## src/rtl/cpu16_seq_ctrl_if.sv

```systemverilog
// Instruction-memory fetch port between cpu16_seq_ctrl (master) and instruction memory (slave).
interface cpu16_seq_ctrl_if;
    logic        IMEM_REQ;
    logic [15:0] IMEM_ADDR;
    logic        IMEM_ACK;
    logic [15:0] IMEM_DATA;

    modport master (output IMEM_REQ, output IMEM_ADDR, input IMEM_ACK, input IMEM_DATA);
    modport slave  (input IMEM_REQ, input IMEM_ADDR, output IMEM_ACK, output IMEM_DATA);
endinterface

```

## src/rtl/cpu16_seq_ctrl.sv

```systemverilog
// Multi-cycle fetch/decode/exec/writeback sequencer driving the CPU16 ALU selects and register file.
// Define CPU16_STEP_EN to add the STEP input: one instruction per STEP pulse, RUN ignored.
module cpu16_seq_ctrl #(
    parameter logic [15:0] RESET_PC = 16'h0000,
    parameter int unsigned TIMEOUT  = 16
) (
    input  logic        CK,
    input  logic        RST,
    input  logic        RUN,
`ifdef CPU16_STEP_EN
    input  logic        STEP,
`endif
    cpu16_seq_ctrl_if.master imem,
    output logic [15:0] IR,
    output logic [15:0] PC,
    output logic [3:0]  N1,
    output logic [3:0]  N2,
    output logic [3:0]  WN,
    output logic        REG_WE,
    output logic        B_SEL_IMM,
    output logic [15:0] IMM,
    output logic        S_SUB,
    output logic        S_FAS,
    output logic        S_AND,
    output logic        S_OR,
    output logic        S_XOR,
    output logic        S_NOT,
    output logic        BUSY,
    output logic        HALTED,
    output logic [1:0]  FAULT
);

    typedef enum logic [2:0] {
        ST_IDLE,
        ST_FETCH,
        ST_DECODE,
        ST_EXEC,
        ST_WB,
        ST_HALT,
        ST_ERR
    } state_t;

    localparam logic [15:0] TO_LAST = 16'(TIMEOUT - 1);

    state_t      state;
    logic [15:0] to_cnt;
    logic [6:0]  sel_q;
    logic        go;
    logic        cont;
    logic        dec_ok;
    logic        dec_halt;
    logic [6:0]  dec_sel;

`ifdef CPU16_STEP_EN
    assign go   = STEP;
    assign cont = 1'b0;
`else
    assign go   = RUN;
    assign cont = RUN;
`endif

    // dec_sel packs {S_SUB, S_FAS, S_AND, S_OR, S_XOR, S_NOT, B_SEL_IMM}
    always_comb begin
        dec_ok   = 1'b1;
        dec_halt = 1'b0;
        dec_sel  = '0;
        case (IR[15:12])
            4'h0: begin
                case (IR[7:4])
                    4'hA:    dec_sel = 7'b0100000;
                    4'h2:    dec_sel = 7'b1100000;
                    4'hC:    dec_sel = 7'b0010000;
                    4'hE:    dec_sel = 7'b0001000;
                    4'hD:    dec_sel = 7'b0000100;
                    4'hB:    dec_sel = 7'b0000010;
                    default: dec_ok  = 1'b0;
                endcase
            end
            4'h4:    dec_sel  = 7'b0100001;
            4'hF:    dec_halt = 1'b1;
            default: dec_ok   = 1'b0;
        endcase
    end

    always_ff @(posedge CK or posedge RST) begin
        if (RST) begin
            state  <= ST_IDLE;
            PC     <= RESET_PC;
            IR     <= '0;
            WN     <= '0;
            REG_WE <= 1'b0;
            sel_q  <= '0;
            FAULT  <= '0;
            to_cnt <= '0;
        end else begin
            case (state)
                ST_IDLE: begin
                    to_cnt <= '0;
                    if (go) state <= ST_FETCH;
                end
                // An ACK in the last allowed cycle is still accepted
                ST_FETCH: begin
                    if (imem.IMEM_ACK) begin
                        IR     <= imem.IMEM_DATA;
                        to_cnt <= '0;
                        state  <= ST_DECODE;
                    end else if (to_cnt == TO_LAST) begin
                        FAULT <= 2'b10;
                        state <= ST_ERR;
                    end else begin
                        to_cnt <= to_cnt + 16'd1;
                    end
                end
                ST_DECODE: begin
                    if (dec_halt) begin
                        PC    <= PC + 16'd1;
                        state <= ST_HALT;
                    end else if (dec_ok) begin
                        sel_q <= dec_sel;
                        state <= ST_EXEC;
                    end else begin
                        FAULT <= 2'b01;
                        state <= ST_ERR;
                    end
                end
                ST_EXEC: begin
                    REG_WE <= 1'b1;
                    WN     <= IR[11:8];
                    state  <= ST_WB;
                end
                ST_WB: begin
                    REG_WE <= 1'b0;
                    sel_q  <= '0;
                    PC     <= PC + 16'd1;
                    to_cnt <= '0;
                    state  <= cont ? ST_FETCH : ST_IDLE;
                end
                default: ;
            endcase
        end
    end

    assign {S_SUB, S_FAS, S_AND, S_OR, S_XOR, S_NOT, B_SEL_IMM} = sel_q;

    assign imem.IMEM_REQ  = (state == ST_FETCH);
    assign imem.IMEM_ADDR = PC;
    assign N1     = IR[11:8];
    assign N2     = IR[3:0];
    assign IMM    = {{8{IR[7]}}, IR[7:0]};
    assign BUSY   = (state == ST_FETCH) || (state == ST_DECODE) ||
                    (state == ST_EXEC)  || (state == ST_WB);
    assign HALTED = (state == ST_HALT);

endmodule
```

## src/flat_wrapper.sv

```systemverilog
// flat-port wrapper written by rule: the top's interface ports become plain ports
module cpu16_seq_ctrl_flat 
#(
    parameter logic [15:0] RESET_PC = 16'h0000,
    parameter int unsigned TIMEOUT  = 16
)
  (CK, RST, RUN, IR, PC, N1, N2, WN, REG_WE, B_SEL_IMM, IMM, S_SUB, S_FAS, S_AND, S_OR, S_XOR, S_NOT, BUSY, HALTED, FAULT, imem_IMEM_REQ, imem_IMEM_ADDR, imem_IMEM_ACK, imem_IMEM_DATA);
  cpu16_seq_ctrl_if imem_i ();
  input  logic CK;
  input  logic RST;
  input  logic RUN;
  output logic [15:0] IR;
  output logic [15:0] PC;
  output logic [3:0] N1;
  output logic [3:0] N2;
  output logic [3:0] WN;
  output logic REG_WE;
  output logic B_SEL_IMM;
  output logic [15:0] IMM;
  output logic S_SUB;
  output logic S_FAS;
  output logic S_AND;
  output logic S_OR;
  output logic S_XOR;
  output logic S_NOT;
  output logic BUSY;
  output logic HALTED;
  output logic [1:0] FAULT;
  output wire logic [$bits(imem_i.IMEM_REQ)-1:0] imem_IMEM_REQ;
  output wire logic [$bits(imem_i.IMEM_ADDR)-1:0] imem_IMEM_ADDR;
  input wire logic [$bits(imem_i.IMEM_ACK)-1:0] imem_IMEM_ACK;
  input wire logic [$bits(imem_i.IMEM_DATA)-1:0] imem_IMEM_DATA;
  assign imem_IMEM_REQ = imem_i.IMEM_REQ;
  assign imem_IMEM_ADDR = imem_i.IMEM_ADDR;
  assign imem_i.IMEM_ACK = imem_IMEM_ACK;
  assign imem_i.IMEM_DATA = imem_IMEM_DATA;
  cpu16_seq_ctrl #(.RESET_PC(RESET_PC), .TIMEOUT(TIMEOUT)) u_core (.CK(CK), .RST(RST), .RUN(RUN), .imem(imem_i), .IR(IR), .PC(PC), .N1(N1), .N2(N2), .WN(WN), .REG_WE(REG_WE), .B_SEL_IMM(B_SEL_IMM), .IMM(IMM), .S_SUB(S_SUB), .S_FAS(S_FAS), .S_AND(S_AND), .S_OR(S_OR), .S_XOR(S_XOR), .S_NOT(S_NOT), .BUSY(BUSY), .HALTED(HALTED), .FAULT(FAULT));
endmodule
```

## config.mk

```make
export PLATFORM = sky130hd
export DESIGN_NAME = cpu16_seq_ctrl_flat
export DESIGN_NICKNAME = d
export VERILOG_FILES = /design/src/rtl/cpu16_seq_ctrl_if.sv /design/src/rtl/cpu16_seq_ctrl.sv /design/src/flat_wrapper.sv
export SDC_FILE = /design/constraint.sdc
export NUM_CORES = 1
export LEC_CHECK = 0
export ABC_CLOCK_PERIOD_IN_PS = 2100
export CAP_MARGIN = 5
export CORE_MARGIN = 8
export CORE_UTILIZATION = 42
export CTS_CLUSTER_SIZE = 25
export DETAILED_ROUTE_END_ITERATION = 16
export HOLD_SLACK_MARGIN = 0.15
export PLACE_DENSITY = 0.79
export REMOVE_ABC_BUFFERS = 1
export SETUP_SLACK_MARGIN = 0.02
export SYNTH_ARGS = -nofsm -noshare
export SYNTH_HDL_FRONTEND = slang
export SYNTH_SLANG_ARGS = --single-unit
```

## constraint.sdc

```tcl
create_clock -name CK -period 2.1 [get_ports CK]
set_clock_uncertainty 0.05 [all_clocks]
set_input_delay 0.42 -clock CK [delete_from_list [all_inputs] [get_ports CK]]
set_output_delay 0.42 -clock CK [all_outputs]
set_load 0.02 [all_outputs]
```

# Yosys cells after proc, flatten, opt, wreduce, memory -nomap -nowiden
# Cells that the tools add are included.
dict set report totals {
  regBits 65
  in_bits 20
  out_inout_bits 89
  wordCells 78
}
dict set report op_classes {
  addsub 2
  n_eq_ne 23
  muxes 26
  reduce_logical 19
}
# cell n
set ops {}
lappend ops {{case mux 16 bit (2 select lines)} 2}
lappend ops {{2-to-1 mux 16 bit} 3}
lappend ops {{case mux 7 bit (6 select lines)} 1}
lappend ops {{adder 16 x 1 -> 16 bit, second input constant} 2}
lappend ops {{case mux 7 bit (2 select lines)} 2}
lappend ops {{== test 4 bit, second input constant} 6}
lappend ops {{== test 16 x 4 -> 1 bit, second input constant} 1}
lappend ops {{2-to-1 mux 3 bit} 5}
lappend ops {{case mux 3 bit (5 select lines)} 1}
lappend ops {{2-to-1 mux 7 bit} 2}
lappend ops {{2-to-1 mux 2 bit} 4}
lappend ops {{!= test 2 bit, second input constant} 4}
lappend ops {{nonzero test 2 bit} 4}
lappend ops {{== test 3 x 2 -> 1 bit, second input constant} 2}
lappend ops {{== test 3 bit, second input constant} 2}
lappend ops {{!= test 2 x 1 -> 1 bit, second input constant} 3}
lappend ops {{AND reduction 2 bit} 3}
lappend ops {{AND reduction 3 bit} 2}
lappend ops {{OR reduction 6 bit} 1}
lappend ops {{AND reduction 5 bit} 1}
lappend ops {{nonzero test 5 bit} 1}
lappend ops {{== test 4 x 2 -> 1 bit, second input constant} 1}
lappend ops {{== test 4 x 3 -> 1 bit, second input constant} 1}
lappend ops {{zero test 4 bit} 1}
lappend ops {{9 further kinds} 15}

# Longest topological paths before layout
dict set report depth {
  word_depth 7
  ltp_mapped 8
  depth_no_buf 5
}

# Least setup slack after synthesis
# OpenSTA, ideal clock, no wires.
dict set report synth_path {
  kind {register to register}
  start {register u_core.state[2]}
  end {register u_core.IR[0]}
  setup_time_ns 0.125
  arrival_time_ns 1.838
  t_required_ns 1.925
  setup_slack_ns 0.087
  path_stages_with_launch 8
  path_buffers 3
  period_less_slack_ns 2.013
  cell_sequence {dfrtp_1 buf_6 or3b_1 inv_1 and2_1 buf_4 buf_6 mux2_2}
}
dict set report synth_between {
  elab_chain_cells 2
}
# item line_no
set synth_rtl {}
lappend synth_rtl {{from (decl)} cpu16_seq_ctrl.sv:45} ;# state_t state;
lappend synth_rtl {{from (signal assigned)} cpu16_seq_ctrl.sv:136} ;# state <= cont ? ST_FETCH : ST_IDLE;
lappend synth_rtl {{== test 3 x 1 -> 1 bit} --}
lappend synth_rtl {{via imem_IMEM_REQ} flat_wrapper.sv:29} ;# output wire logic [$bits(imem_i.IMEM_REQ)-1:0] imem_IMEM_REQ;
lappend synth_rtl {{AND reduction 2 bit (no source line)} --}
lappend synth_rtl {{to (signal assigned)} cpu16_seq_ctrl.sv:104} ;# IR <= imem.IMEM_DATA;
lappend synth_rtl {{to (decl)} cpu16_seq_ctrl.sv:14} ;# output logic [15:0] IR,
# The timed path passes the listed nets, and every way through them passes these cells.
# A chain may end at the register's enable or synchronous reset.

# Worst setup path after layout
dict set report layout_path {
  start {register u_core.IR[6]}
  end {output port IMM[6]}
}
# item line_no
set layout_rtl {}
lappend layout_rtl {{to (decl)} flat_wrapper.sv:19} ;# output logic [15:0] IMM;
# No word-level cell between the ends.

==> impl_metrics.toml <==
[layout]
layout.nets = 425
area_growth_syn_to_layout_pct = 36.1
final_util_pct = 57.5
drive_above_1_share_pct = 14.7
layoutNonFillerInstCount = 513
final_common_cell = "clkdlybuf4s50_1"
mostFrequentLayoutCells = "clkdlybuf4s50_1, dfrtp_1, mux2_2"
num_antenna_cells = 0
fin_area_um2 = 4630

[floorplan]
die_w_um = 106
io_pins = 109
core_um2 = 8050
start_util_pct = 42.2
die_area_um2 = 11200
rows = 33
fp.dieH_um = 106

[power]
p_leak_uw = 0.00195
peakVddDrop_v = 0.00106
power_density_nw_per_um2 = 1430

[logic_synthesis]
synth_cell_types = 52
postSynthAreaPerCell_um2 = 10.6
synth.ff_latch_count = 65
syn_inst = 322
yosys.area.top_type_share_pct = 47.8
syn_area_um2 = 3400
yosysTopAreaCell = "dfrtp_1"
yosysWarnings = 0
synthTopCellsByArea = "dfrtp_1, buf_4, mux2_2, xor2_1, nand2_1"
synth_edf_count = 0
synthFlopType = "dfrtp_1"
async_flop_share_pct = 100
seq_area_frac_synth_pct = 47.8

[clock_network]
worstSkewPairLatency_ns = 0.33
clockBufferDepth = 2
postCtsSetupBuffers = 0
htreeDepth = 3
clkTransAtPathRegs_ns = 0.07
cts_tree = "built"
postCtsHoldBufs = 0
root_buffer = "clkbuf_8"
cts.sink_count = 65
cts_buffers = 9

[worst_setup_path]
cp_top_family = "buffers and inverters"
r2r_setup_slack_ns = 0.15
critical_path_buf_inv_count = 1
r2r_end = "u_core.to_cnt[10]"
cpPeakStageDelay_ns = 0.68
cp_slowest_cell = "clkdlybuf4s50_1"
critPathLaunchType = "register"
path_cells = "clkdlybuf4s50_1"
r2r_start = "u_core.to_cnt[0]"
worstPathArrival_ns = 1.56
worstPathRequired_ns = 1.63
rr_worst_depth = 5
critPathKind = "register to output pin"
critPathMaxFanout = 10
end_kind = "output pin"

[grt]
grt_max_degree = 66
grt_pass1_wl_um = 13600
antenna_found_initial = 0
gr-total-overflow = 0
grt_pass1_vias = 2816
track_usage_pct = 14.6

[sta]
relSlewSlack_pct = 69.4
drv_slew = 0
min_period_ns = 2.03
hold_violations = 0
setup_ws_ns = 0.0739
worst_pin_slew_ns = 0.455
fmax_mhz = 494
rsz0062_at_grt = "no"
setup_viol = 0
finalCritPeriodShare_pct = 96.5

[placement]
postPlaceCellArea_um2 = 4360
placed_cells = 497
port_buffers = 108
dp_hpwl_um = 6080
pre_cts_slack_ns = 0.108
finalWeightedCongestion = 0.861

[detailed_routing]
drc_errors = 0
vias_per_cell = 5.22
dr_wl_met2_um = 4310
wl_per_cell_um = 16.2
firstDrtPassIters = 5
num_vias = 2676
drt-total-wl_um = 8330
ant_nets = 0
dr.max_layer_used = "met4"
routed-wl-met3_um = 427
drt_iter0_drc = 113
wirelength_met1_um = 3520

[status]
status = "finished clean"

[hold_path]
hold_path.class = "input pin to asynchronous set/reset pin"

[job]
maxCapViolations = 0
[stage by stage]
| stage | power (µW) | hold slack, ns | TNS (ns) |
|---|---|---|---|
| after detailed placement | 5320 | 0.431 | 0 |
| after global routing | 6960 | 0.451 | 0 |
| after CTS | 6690 | 0.432 | 0 |
| final | 6620 | 0.416 | 0 |
| after global placement | 5240 | 0.420 | 0 |
| after floorplan | 3590 | 0.447 | -7.56 |
[timing repair]
action | 4_1_cts | 5_1_grt
setup endpoints to repair | 13 | 8
gates resized for setup | 4 | 6
pin swaps | 0 | 0
[synthesized netlist by cell type (all sizes together), types with 2 or more instances]
| library cell | n |
|---|---|
| a21o | 2 |
| a21oi | 9 |
| a31o | 2 |
| a31oi | 3 |
| a32o | 2 |
| a41oi | 2 |
| and2 | 2 |
| and3 | 3 |
| and4 | 5 |
| buf | 46 |
| clkbuf | 4 |
| dfrtp | 65 |
| ha | 2 |
| inv | 10 |
| mux2 | 20 |
| mux2i | 4 |
| nand2 | 19 |
| nand2b | 4 |
| nand3 | 14 |
| nand4 | 10 |
| nor2 | 15 |
| nor2b | 2 |
| nor3 | 13 |
| nor3b | 5 |
| nor4 | 6 |
| nor4b | 2 |
| o21ai | 7 |
| o21bai | 2 |
| o2bb2ai | 4 |
| o31ai | 2 |
| xnor2 | 8 |
| xor2 | 14 |
[worst max path at each step]
| stage | to | startpoint | cells past startpoint | slack (ns) |
|---|---|---|---|---|
| floorplan | u_core.sel_q[2] | u_core.IR[7] | 4 | -0.43 |
| CTS | IMM[6] | u_core.IR[6] | 1 | 0.04 |
| detailed placement | u_core.to_cnt[1] | u_core.to_cnt[0] | 5 | 0.11 |
| global placement | imem_IMEM_REQ | u_core.state[1] | 3 | 0.19 |
| finish | IMM[6] | u_core.IR[6] | 1 | 0.07 |
| global route | imem_IMEM_REQ | u_core.state[1] | 3 | 0.02 |
[final cells by class]
cell class / instances / area (µm²)
Fill cell: 692 / 3420
Sequential cell: 65 / 1630
Multi-Input combinational cell: 197 / 1380
Timing Repair Buffer: 120 / 1190
Clock buffer: 12 / 165
Tap cell: 105 / 131
Clock inverter: 4 / 97.6
Inverter: 10 / 37.5
[cell families (layout without fill, tap and decap cells)]
family	Yosys count	after routing	share of synthesized area, %
mux	24	24	7.80
compound gates	41	41	8.39
buf+inv	60	146	11.8
flops	65	65	47.8
fa+ha+maj	2	2	0.736
simple gates	108	108	17.7
xor+xnor	22	22	5.67
[report_power, final]
part | leakage (µW) | switching [µW] | internal [µW] | total (µW)
combinational | 0.000972 | 1690 | 1580 | 3270
clock | 0.000129 | 479 | 886 | 1370
sequential | 0.000844 | 406 | 1580 | 1990
[metal layers]
layer  up-vias  global-route usage [%]
li1       1268                       -
met1      1328                    17.1
met2        71                    25.4
met3         9                    4.42
met4         0                    3.92
met5         -                       0
[state kept, by name (all words and copies together) (netlist names)]
| signal | flops |
|---|---|
| u_core.IR | 16 |
| u_core.PC | 16 |
| u_core.to_cnt | 16 |
| u_core.sel_q | 7 |
| u_core.WN | 4 |
| u_core.state | 3 |
| u_core.FAULT | 2 |
| u_core.REG_WE | 1 |
(Power assumes the default switching activity.)
